--- src/rtl/ram_arb_pkg.sv ---
// Shared definitions for the data RAM arbiter: FSM state encoding,
// requester port indices and a small helper for port selection.
package ram_arb_pkg;

    localparam logic [1:0] ARB_IDLE    = 2'd0;
    localparam logic [1:0] ARB_OWN0    = 2'd1;
    localparam logic [1:0] ARB_OWN1    = 2'd2;
    localparam logic [1:0] ARB_RELEASE = 2'd3;

    localparam logic PORT_CORE = 1'b0;
    localparam logic PORT_EXT  = 1'b1;

    typedef enum logic [1:0] {
        ST_IDLE    = ARB_IDLE,
        ST_OWN0    = ARB_OWN0,
        ST_OWN1    = ARB_OWN1,
        ST_RELEASE = ARB_RELEASE
    } arb_state_e;

    // The port that is not p; used when a lock is forcibly released.
    function automatic logic other_port(input logic p);
        return ~p;
    endfunction

endpackage

--- src/rtl/arb_rr2.sv ---
// Two-input round-robin picker. On a tie the port that did not win
// last time is chosen; a lone request always wins.
module arb_rr2
    import ram_arb_pkg::*;
(
    input  logic       i_req0,
    input  logic       i_req1,
    input  logic       i_last_grant,
    output logic [1:0] o_grant
);

    // One-hot grant selection, favouring the port that lost most recently.
    always_comb begin
        o_grant = 2'b00;
        if (i_req0 && i_req1) begin
            o_grant = (i_last_grant == PORT_EXT) ? 2'b01 : 2'b10;
        end else if (i_req0) begin
            o_grant = 2'b01;
        end else if (i_req1) begin
            o_grant = 2'b10;
        end
    end

endmodule

--- src/rtl/data_ram_arbiter.sv ---
// Arbitrates the single-port data RAM between the CPU core (port 0) and
// the external loader/debug master (port 1). Grants are combinational
// (zero-cycle), fair round-robin on ties, and a port may lock the RAM
// for a bounded number of cycles. Read data returns one cycle after the
// accept on the port that issued the read.
module data_ram_arbiter
    import ram_arb_pkg::*;
#(
    parameter int ADDR_WIDTH = 8,
    parameter int DATA_WIDTH = 16,
    parameter int LOCK_MAX   = 16
) (
    input  logic                  i_clk,
    input  logic                  i_reset,

    input  logic                  i_p0_valid,
    input  logic                  i_p0_write,
    input  logic                  i_p0_lock,
    input  logic [ADDR_WIDTH-1:0] i_p0_addr,
    input  logic [DATA_WIDTH-1:0] i_p0_data,
    output logic                  o_p0_ready,
    output logic                  o_p0_rvalid,
    output logic [DATA_WIDTH-1:0] o_p0_rdata,

    input  logic                  i_p1_valid,
    input  logic                  i_p1_write,
    input  logic                  i_p1_lock,
    input  logic [ADDR_WIDTH-1:0] i_p1_addr,
    input  logic [DATA_WIDTH-1:0] i_p1_data,
    output logic                  o_p1_ready,
    output logic                  o_p1_rvalid,
    output logic [DATA_WIDTH-1:0] o_p1_rdata,

    output logic                  o_ram_load,
    output logic [ADDR_WIDTH-1:0] o_ram_addr,
    output logic [DATA_WIDTH-1:0] o_ram_data,
    input  logic [DATA_WIDTH-1:0] i_ram_data
);

    localparam int CNT_W = $clog2(LOCK_MAX);
    localparam logic [CNT_W-1:0] CNT_LAST = CNT_W'(LOCK_MAX - 1);

    arb_state_e       state_q, state_d;
    logic             last_grant_q, last_grant_d;
    logic [CNT_W-1:0] lock_cnt_q, lock_cnt_d;
    logic             resp_valid_q, resp_valid_d;
    logic             resp_port_q, resp_port_d;

    logic [1:0]       rr_grant;
    logic [1:0]       grant;
    logic             p0_rvalid;
    logic             p1_rvalid;

    arb_rr2 u_rr (
        .i_req0       (i_p0_valid),
        .i_req1       (i_p1_valid),
        .i_last_grant (last_grant_q),
        .o_grant      (rr_grant)
    );

    // Next-state, grant and lock-counter logic; no grants while in reset.
    always_comb begin
        state_d      = state_q;
        last_grant_d = last_grant_q;
        lock_cnt_d   = lock_cnt_q;
        grant        = 2'b00;

        case (state_q)
            ST_IDLE: begin
                grant      = rr_grant;
                lock_cnt_d = '0;
                if (rr_grant[0]) begin
                    last_grant_d = PORT_CORE;
                    if (i_p0_lock) begin
                        state_d    = ST_OWN0;
                        lock_cnt_d = CNT_W'(1);
                    end
                end else if (rr_grant[1]) begin
                    last_grant_d = PORT_EXT;
                    if (i_p1_lock) begin
                        state_d    = ST_OWN1;
                        lock_cnt_d = CNT_W'(1);
                    end
                end
            end

            ST_OWN0: begin
                grant[0] = i_p0_valid;
                if (!i_p0_lock) begin
                    state_d    = ST_IDLE;
                    lock_cnt_d = '0;
                end else if (lock_cnt_q == CNT_LAST) begin
                    state_d    = ST_RELEASE;
                    lock_cnt_d = '0;
                end else begin
                    lock_cnt_d = lock_cnt_q + CNT_W'(1);
                end
            end

            ST_OWN1: begin
                grant[1] = i_p1_valid;
                if (!i_p1_lock) begin
                    state_d    = ST_IDLE;
                    lock_cnt_d = '0;
                end else if (lock_cnt_q == CNT_LAST) begin
                    state_d    = ST_RELEASE;
                    lock_cnt_d = '0;
                end else begin
                    lock_cnt_d = lock_cnt_q + CNT_W'(1);
                end
            end

            ST_RELEASE: begin
                // last_grant still names the port whose lock timed out.
                if (last_grant_q == PORT_CORE) begin
                    grant[1] = i_p1_valid;
                end else begin
                    grant[0] = i_p0_valid;
                end
                last_grant_d = other_port(last_grant_q);
                lock_cnt_d   = '0;
                state_d      = ST_IDLE;
            end

            default: begin
                state_d    = ST_IDLE;
                lock_cnt_d = '0;
            end
        endcase

        if (i_reset) begin
            grant = 2'b00;
        end
    end

    // RAM bus mux driven straight from the granted requester.
    always_comb begin
        o_ram_load = 1'b0;
        o_ram_addr = '0;
        o_ram_data = '0;
        if (grant[0]) begin
            o_ram_load = i_p0_write;
            o_ram_addr = i_p0_addr;
            o_ram_data = i_p0_data;
        end else if (grant[1]) begin
            o_ram_load = i_p1_write;
            o_ram_addr = i_p1_addr;
            o_ram_data = i_p1_data;
        end
    end

    // Remember which port issued an accepted read so its data is routed back.
    always_comb begin
        resp_valid_d = (grant[0] && !i_p0_write) || (grant[1] && !i_p1_write);
        resp_port_d  = grant[1] ? PORT_EXT : PORT_CORE;
    end

    // State registers with synchronous reset.
    always_ff @(posedge i_clk) begin
        if (i_reset) begin
            state_q      <= ST_IDLE;
            last_grant_q <= PORT_EXT;
            lock_cnt_q   <= '0;
            resp_valid_q <= 1'b0;
            resp_port_q  <= PORT_CORE;
        end else begin
            state_q      <= state_d;
            last_grant_q <= last_grant_d;
            lock_cnt_q   <= lock_cnt_d;
            resp_valid_q <= resp_valid_d;
            resp_port_q  <= resp_port_d;
        end
    end

    // Response outputs; a response due during a reset cycle is dropped.
    always_comb begin
        p0_rvalid  = resp_valid_q && (resp_port_q == PORT_CORE) && !i_reset;
        p1_rvalid  = resp_valid_q && (resp_port_q == PORT_EXT) && !i_reset;
        o_p0_ready = grant[0];
        o_p1_ready = grant[1];
        o_p0_rvalid = p0_rvalid;
        o_p1_rvalid = p1_rvalid;
        o_p0_rdata  = p0_rvalid ? i_ram_data : '0;
        o_p1_rdata  = p1_rvalid ? i_ram_data : '0;
    end

endmodule

--- config.mk ---
export PLATFORM = sky130hd
export DESIGN_NAME = data_ram_arbiter
export DESIGN_NICKNAME = d
export VERILOG_FILES = /design/src/rtl/ram_arb_pkg.sv /design/src/rtl/arb_rr2.sv /design/src/rtl/data_ram_arbiter.sv
export SDC_FILE = /design/constraint.sdc
export NUM_CORES = 1
export LEC_CHECK = 0
export BUFFER_PORTS_ARGS = -buffer_cell sky130_fd_sc_hd__buf_4
export CAP_MARGIN = 25
export CORE_ASPECT_RATIO = 1.75
export CORE_UTILIZATION = 32
export DETAILED_ROUTE_END_ITERATION = 6
export PLACE_DENSITY = 0.81
export SLEW_MARGIN = 20
export SYNTH_ARGS = -nofsm -noshare
export SYNTH_HDL_FRONTEND = slang
export SYNTH_SLANG_ARGS = --single-unit
--- constraint.sdc ---
create_clock -name i_clk -period 2.01 [get_ports i_clk]
set_input_delay 0.201 -clock i_clk [delete_from_list [all_inputs] [get_ports i_clk]]
set_output_delay 0.201 -clock i_clk [all_outputs]
set_load 0.02 [all_outputs]
==> flow_summary_export.csv, run 1 <==
group,metric,value,unit
floorplanning,die_w,44.9,um
place,post-place-ws,281,ps
global_routing,grt_pass1_vias,1368,
worst_hold_path,whs_endpoint,"lock_cnt_q[0]$_SDFF_PP0_",
floorplanning,dieArea,3460,um2
final_layout,nFillCells,282,
global_routing,grt_pass1_wl,5660,um
detailed_routing,drc,0,
final_layout,diodes,0,
critical_path,end_kind,"primary output",
detailed_routing,drtPass1Iterations,4,
synthesis,synth_edf_count,0,
clock_network,htree_levels,1,
clock_network,cts_max_path_buffers,2,
place,hpwl,3120,um
critical_path,crit_type,"register to primary output",
worst_hold_path,hold_path.class,"input port to register",
timing,finalCritPeriodShare,92.8,%
critical_path,path_buf_inv,2,
synthesis,synthDistinctLibCells,38,
global_routing,grtUsageTotal,21.2,%
power_and_ir_drop,p_per_area,403,nW/um2
critical_path,slowest_stage,"dfxtp_2",
synthesis,synth-seq-cells,9,
synthesis,synthTopCellsByArea,"a22o_1 22%, and2_1 21%, dfxtp_1 17%, buf_6 5.5%, nand2_1 2.9%",
worst_hold_path,hp-start,"i_reset",
timing,slew_viol_final,0,
timing,timing.final.setup_violations,0,
global_routing,grt_max_degree,28,
detailed_routing,initialDrtViolationCount,23,
critical_path,critPathMaxStageDelay,440,ps
synthesis,yosysMostFrequentCell,"and2_1",
synthesis,async_flop_share,0,%
global_routing,globalRouteOverflowTotal,0,
critical_path,critPathLaunchType,"register",
synthesis,synth_common_cells,"34 x and2_1, 26 x a22o_1, 9 x dfxtp_1",
synthesis,seq_area_frac_synth,17.5,%
critical_path,r2r.worst_path.cells,4,
final_layout,area_growth_syn_to_layout,102,%
critical_path,crit_family,"compound AO/OA/AOI/OAI gates",
global_routing,antenna_found_initial,0,
synthesis,post-synth-top-area-cell,"a22o_1",
timing,fmax,536,MHz
floorplanning,die_y,77.1,um
floorplanning,rows,26,
timing,period_needed,1870,ps
detailed_routing,postRouteWirelength,3780,um
clock_network,clk_pin_slew_worst_paths,50,ps
clock_network,post-cts-setup-buffer-count,0,
synthesis,synth_nets,201,
worst_hold_path,hold_path_depth,2,
critical_path,cp_max_fo,27,
clock_network,cts_tree,"yes",
critical_path,r2r-start,"state_q[1]$_SDFFE_PP0P_",
synthesis,avgSynthCellArea,8.05,um2
timing,fin_ws,144,ps
timing,tightest_slew,434,ps
final_layout,utilization,69.6,%
critical_path,r2r_slack,660,ps
synthesis,synth_cells,128,
synthesis,ys.flop_type,"dfxtp_1",
final_layout,finalNetCount,330,
outcome,outcome,"finished clean",
detailed_routing,ant_nets,0,
detailed_routing,wire_per_inst,12.7,um
clock_network,cts_buffers,3,
clock_network,worstSkewPairLatency,230,ps
timing,rsz0062_at_grt,"no",
power_and_ir_drop,power.leakage,1.10,nW
synthesis,yosys_warnings,0,
place,place.gp.congestion,0.980,
power_and_ir_drop,vdd.ir_drop.worst,371,uV
synthesis,synth_top_cell_area_share,22.1,%
critical_path,crit_chain,"o21ai_4 > a2111oi_4 > buf_12 > a22o_1 > buf_4",
synthesis,syn_area,1030,um2
job,cap_viol_max_count,0,
timing,tns,0,ps
floorplanning,initial_core_util,34.4,%
critical_path,critPathRequiredTime,1810,ps
floorplanning,pin_count,133,
final_layout,layout-drive-gt1-share,57.8,%
timing,skew,1.55,ps
critical_path,critPathArrivalTime,1670,ps
place,port_buffers,132,
detailed_routing,via_per_inst,5.02,
timing,finalHoldViolations,0,
timing,slew_headroom,70.9,%
critical_path,r2r_end,"resp_valid_q$_SDFF_PP0_",
clock_network,cts.sinks,9,
clock_network,root_buffer,"clkbuf_8",
detailed_routing,via_count,1497,
floorplanning,core_area,2990,um2
==> layer usage <==
metal / vias up / routed length (um) / track usage (%)
met3: 2 / 546 / 4.24
li1: 723 / - / -
met1: 639 / 1130 / 19.6
met2: 133 / 2080 / 41.8
met5: - / 0 / 0
met4: 0 / 19 / 7.58
==> cell usage in the layout (no fill, tap or decap), drive strengths merged, types with 2 or more instances in the layout <==
master,Yosys,final
nor3,2,2
nor3b,2,2
nor2,3,3
a2111oi,2,2
and2,34,34
dfxtp,9,9
inv,4,4
nand3,3,3
buf,7,135
a21oi,4,4
a22o,26,26
a31oi,2,2
o21a,2,2
nand2,8,8
clkbuf,4,4
o21ai,2,2
==> cell families (layout without fill, tap and decap cells) <==
kind of cell               Yosys count  after routing  synth area share, %
and+or+nand+nor                     58             58                 33.6
AOI/OAI and AO/OA                   43             43                 36.4
buffers and inverters               16            144                 10.4
DFF                                  9              9                 17.5
adders and majority gates            1              1                 1.21
xor gates and xnor gates             1              1                0.850
==> repair_timing <==
action / 4_1_cts / 5_1_grt
setup endpoints to repair: 0 / 25
hold buffers: 0 / 0
gates resized for setup: 0 / 2
==> power by group <==
part | total, mW | switching [mW] | internal [mW] | leakage, nW
combinational | 0.422 | 0.193 | 0.229 | 1.00
clock | 0.212 | 0.0734 | 0.138 | 0.0228
sequential | 0.205 | 0.0154 | 0.190 | 0.0745
==> area by class of cell <==
cell class / instances / area, um2 / area share, %
Tap cell: 42 / 52.6 / 2.52
Timing Repair Buffer: 135 / 1040 / 49.9
Multi-Input combinational cell: 103 / 743 / 35.7
Inverter: 5 / 20.0 / 0.962
Clock buffer: 4 / 45.0 / 2.16
Sequential cell: 9 / 183 / 8.77
==> state kept, by name, indices dropped and copies added, names as in the netlist <==
register      flops
last_grant_q      1
lock_cnt_q        4
resp_port_q       1
resp_valid_q      1
state_q           2
==> how the worst max path moves through the flow <==
stage | startpoint | endpoint | slack [ps] | cells past startpoint
after floorplan | state_q[1]$_SDFFE_PP0P_ | o_ram_addr[0] | 300 | 5
after global placement | state_q[1]$_SDFFE_PP0P_ | o_ram_data[6] | 310 | 5
after detailed placement | state_q[1]$_SDFFE_PP0P_ | o_ram_addr[4] | 280 | 5
after CTS | state_q[1]$_SDFFE_PP0P_ | o_ram_addr[4] | 10 | 5
after global routing | state_q[1]$_SDFFE_PP0P_ | o_ram_addr[4] | 50 | 5
final | state_q[1]$_SDFFE_PP0P_ | o_ram_addr[4] | 140 | 5
==> stage by stage <==
stage | hold WS [ps] | instances | total power, mW | instance area, um2
3_3_place_gp | 466 | 294 | 0.625 | 2030
4_1_cts | 230 | 298 | 0.841 | 2080
5_1_grt | 241 | 298 | 0.878 | 2080
6_report | 230 | 298 | 0.839 | 2080
2_1_floorplan | 344 | 128 | 0.416 | 1030
3_5_place_dp | 470 | 294 | 0.631 | 2030
Power figures use the tool's default switching activity.
==> run 2, diff against run 1 <==
Settings changed: CTS_BUF_LIST set to sky130_fd_sc_hd__clkbuf_16, PLACE_DENSITY 0.81 to not set, PLACE_DENSITY_LB_ADDON set to 0.15.
==> run 2 against run 1 <==
- hold slack lost 2.0 ps
- setup slack got worse by 100 ps
- clock skew up 0.84 ps
- sequential cell count did not move
- sequential share of layout area is 0.23 points lower
- critical path type unchanged
- combinational power is 3% higher
- largest cell class unchanged
==> flow_summary_export.csv, run 2 (synthesized netlist as in run 1, its figures left out) <==
group,metric,value,unit
outcome,outcome,"finished clean",
final_layout,final_common_cell,"buf_4",
final_layout,area_growth_syn_to_layout,110,%
critical_path,crit_chain,"clkinv_2 > nor2_2 > a2111oi_4 > buf_4 > clkbuf_16 > a22o_1 > buf_4",
timing,slew_viol_final,0,
critical_path,cp_max_fo,12,
critical_path,crit_family,"buffers and inverters",
power_and_ir_drop,clkPwrFrac,36.0,%
critical_path,path_buf_inv,4,
final_layout,max_flop_register,"lock_cnt_q",
critical_path,end_kind,"primary output",
timing,tns,0,ps
clock_network,worstSkewPairLatency,240,ps
clock_network,htree_levels,1,
clock_network,root_buffer,"clkbuf_16",
place,place.gp.congestion,0.777,
power_and_ir_drop,switchingPower,0.308,mW
clock_network,cts_hold_buf,0,
timing,fin_ws,43.5,ps
critical_path,critPathArrivalTime,1770,ps
floorplanning,rows,26,
job,cap_viol_max_count,0,
final_layout,diodes,0,
final_layout,utilization,72.4,%
place,post-place-ws,168,ps
power_and_ir_drop,p_int,0.693,mW
clock_network,clk_pin_slew_worst_paths,40,ps
detailed_routing,ant_nets,0,
final_layout,layout-drive-gt1-share,58.8,%
clock_network,cts.sinks,9,
critical_path,crit_cells,7,
floorplanning,initial_core_util,34.4,%
final_layout,finalNetCount,334,
global_routing,grt_max_degree,28,
critical_path,crit_type,"register to primary output",
global_routing,grt_pass1_wl,5790,um
floorplanning,die_y,77.1,um
critical_path,critPathLaunchType,"register",
timing,period_needed,1970,ps
global_routing,globalRouteOverflowTotal,0,
detailed_routing,drtPass1Iterations,4,
timing,finalHoldViolations,0,
detailed_routing,initialDrtViolationCount,24,
worst_hold_path,hold_path_depth,2,
power_and_ir_drop,seq_power_share,20.4,%
clock_network,cts_buffers,3,
detailed_routing,drc,0,
clock_network,cts_tree,"yes",
floorplanning,dieArea,3460,um2
critical_path,critPathRequiredTime,1810,ps
detailed_routing,postRouteWirelength,3960,um
power_and_ir_drop,power_frac_comb,43.6,%
detailed_routing,via_per_inst,4.88,
detailed_routing,wire_per_inst,13.1,um
critical_path,slowest_stage,"a2111oi_4",
power_and_ir_drop,p_sw_share,30.8,%
critical_path,r2r.worst_path.cells,6,
timing,hold_slack,228,ps
timing,timing.final.setup_violations,0,
timing,skew,2.40,ps
final_layout,nFillCells,265,
final_layout,reg_top3,"lock_cnt_q: 4 flops, state_q: 2 flops",
final_layout,largest_register_ffs,4,
global_routing,grt_pass1_vias,1387,
detailed_routing,via_count,1473,
floorplanning,die_w,44.9,um
final_layout,final_cell_mix,"136 x buf_4, 34 x and2_1, 26 x a22o_1",
power_and_ir_drop,vdd.ir_drop.worst,388,uV
global_routing,antenna_found_initial,0,
timing,tightest_slew,417,ps
global_routing,grtUsageTotal,21.8,%
floorplanning,pin_count,133,
timing,fmax,509,MHz
place,hpwl,3170,um
power_and_ir_drop,p_per_area,462,nW/um2
critical_path,cp_common_cell,"buf_4",
power_and_ir_drop,power.leakage,1.14,nW
clock_network,cts_max_path_buffers,2,
place,port_buffers,132,
critical_path,critPathMaxStageDelay,370,ps
floorplanning,core_area,2990,um2
worst_hold_path,hold_path.class,"input port to register",
timing,slew_headroom,72.2,%
timing,finalCritPeriodShare,97.8,%
[run 2: cell types whose count changed in the layout (fill, tap and decap cells not counted)]
cell / delta
dfxtp_4: +1
clkbuf_8: -3
dfxtp_2: -1
buf_4: +3
clkinv_2: +1
clkbuf_16: +4
clkbuf_1: -1
[run 2: routing by layer]
metal	routed length, um	vias up	GRT usage, %
li1	-	733	-
met1	1340	637	20.2
met2	2160	96	41.5
met3	383	7	5.41
met4	77	0	9.39
met5	0	-	0
[run 2: repair_timing]
| action | CTS | global route |
|---|---|---|
| resized for setup | 1 | 2 |
| buffers inserted | 0 | 3 |
| pin swaps | 0 | 1 |
| endpoints found under the setup margin | 22 | 25 |
| cloned | 0 | 1 |
[run 2: final cells by class]
type                       count  area [um2]  area share (%)
timing repair buffer         139        1090            50.1
sequential                     9         185            8.55
multi-input combinational    103         743            34.3
tap                           42        52.6            2.42
clock inverter                 1        5.00           0.231
clock buffer                   3        75.1            3.46
inverter                       5        20.0           0.924
[run 2: power groups by stage]
stage                     logic, mW  registers, mW  clock network [mW]
after floorplan               0.219          0.198                   0
after global placement        0.419          0.207                   0
after detailed placement      0.422          0.207                   0
after CTS                     0.423          0.205               0.366
after global routing          0.462          0.206               0.372
final                         0.436          0.204               0.360
[run 2: final timing paths]
kind	from	endpoint	slack, ps
hold reg to reg	lock_cnt_q[3]$_SDFF_PP0_	lock_cnt_q[3]$_SDFF_PP0_	570
setup / recovery	state_q[0]$_SDFFE_PP0P_	o_ram_data[4]	40
setup reg to reg	state_q[0]$_SDFFE_PP0P_	resp_valid_q$_SDFF_PP0_	580
hold / removal	i_reset	lock_cnt_q[0]$_SDFF_PP0_	230
[run 2: through the flow]
step	std cells	total power, mW	cell area, um2
after floorplan	128	0.416	1030
after global placement	294	0.626	2030
after detailed placement	294	0.629	2030
after CTS	298	0.994	2120
after global routing	302	1.04	2170
final	302	1.00	2170
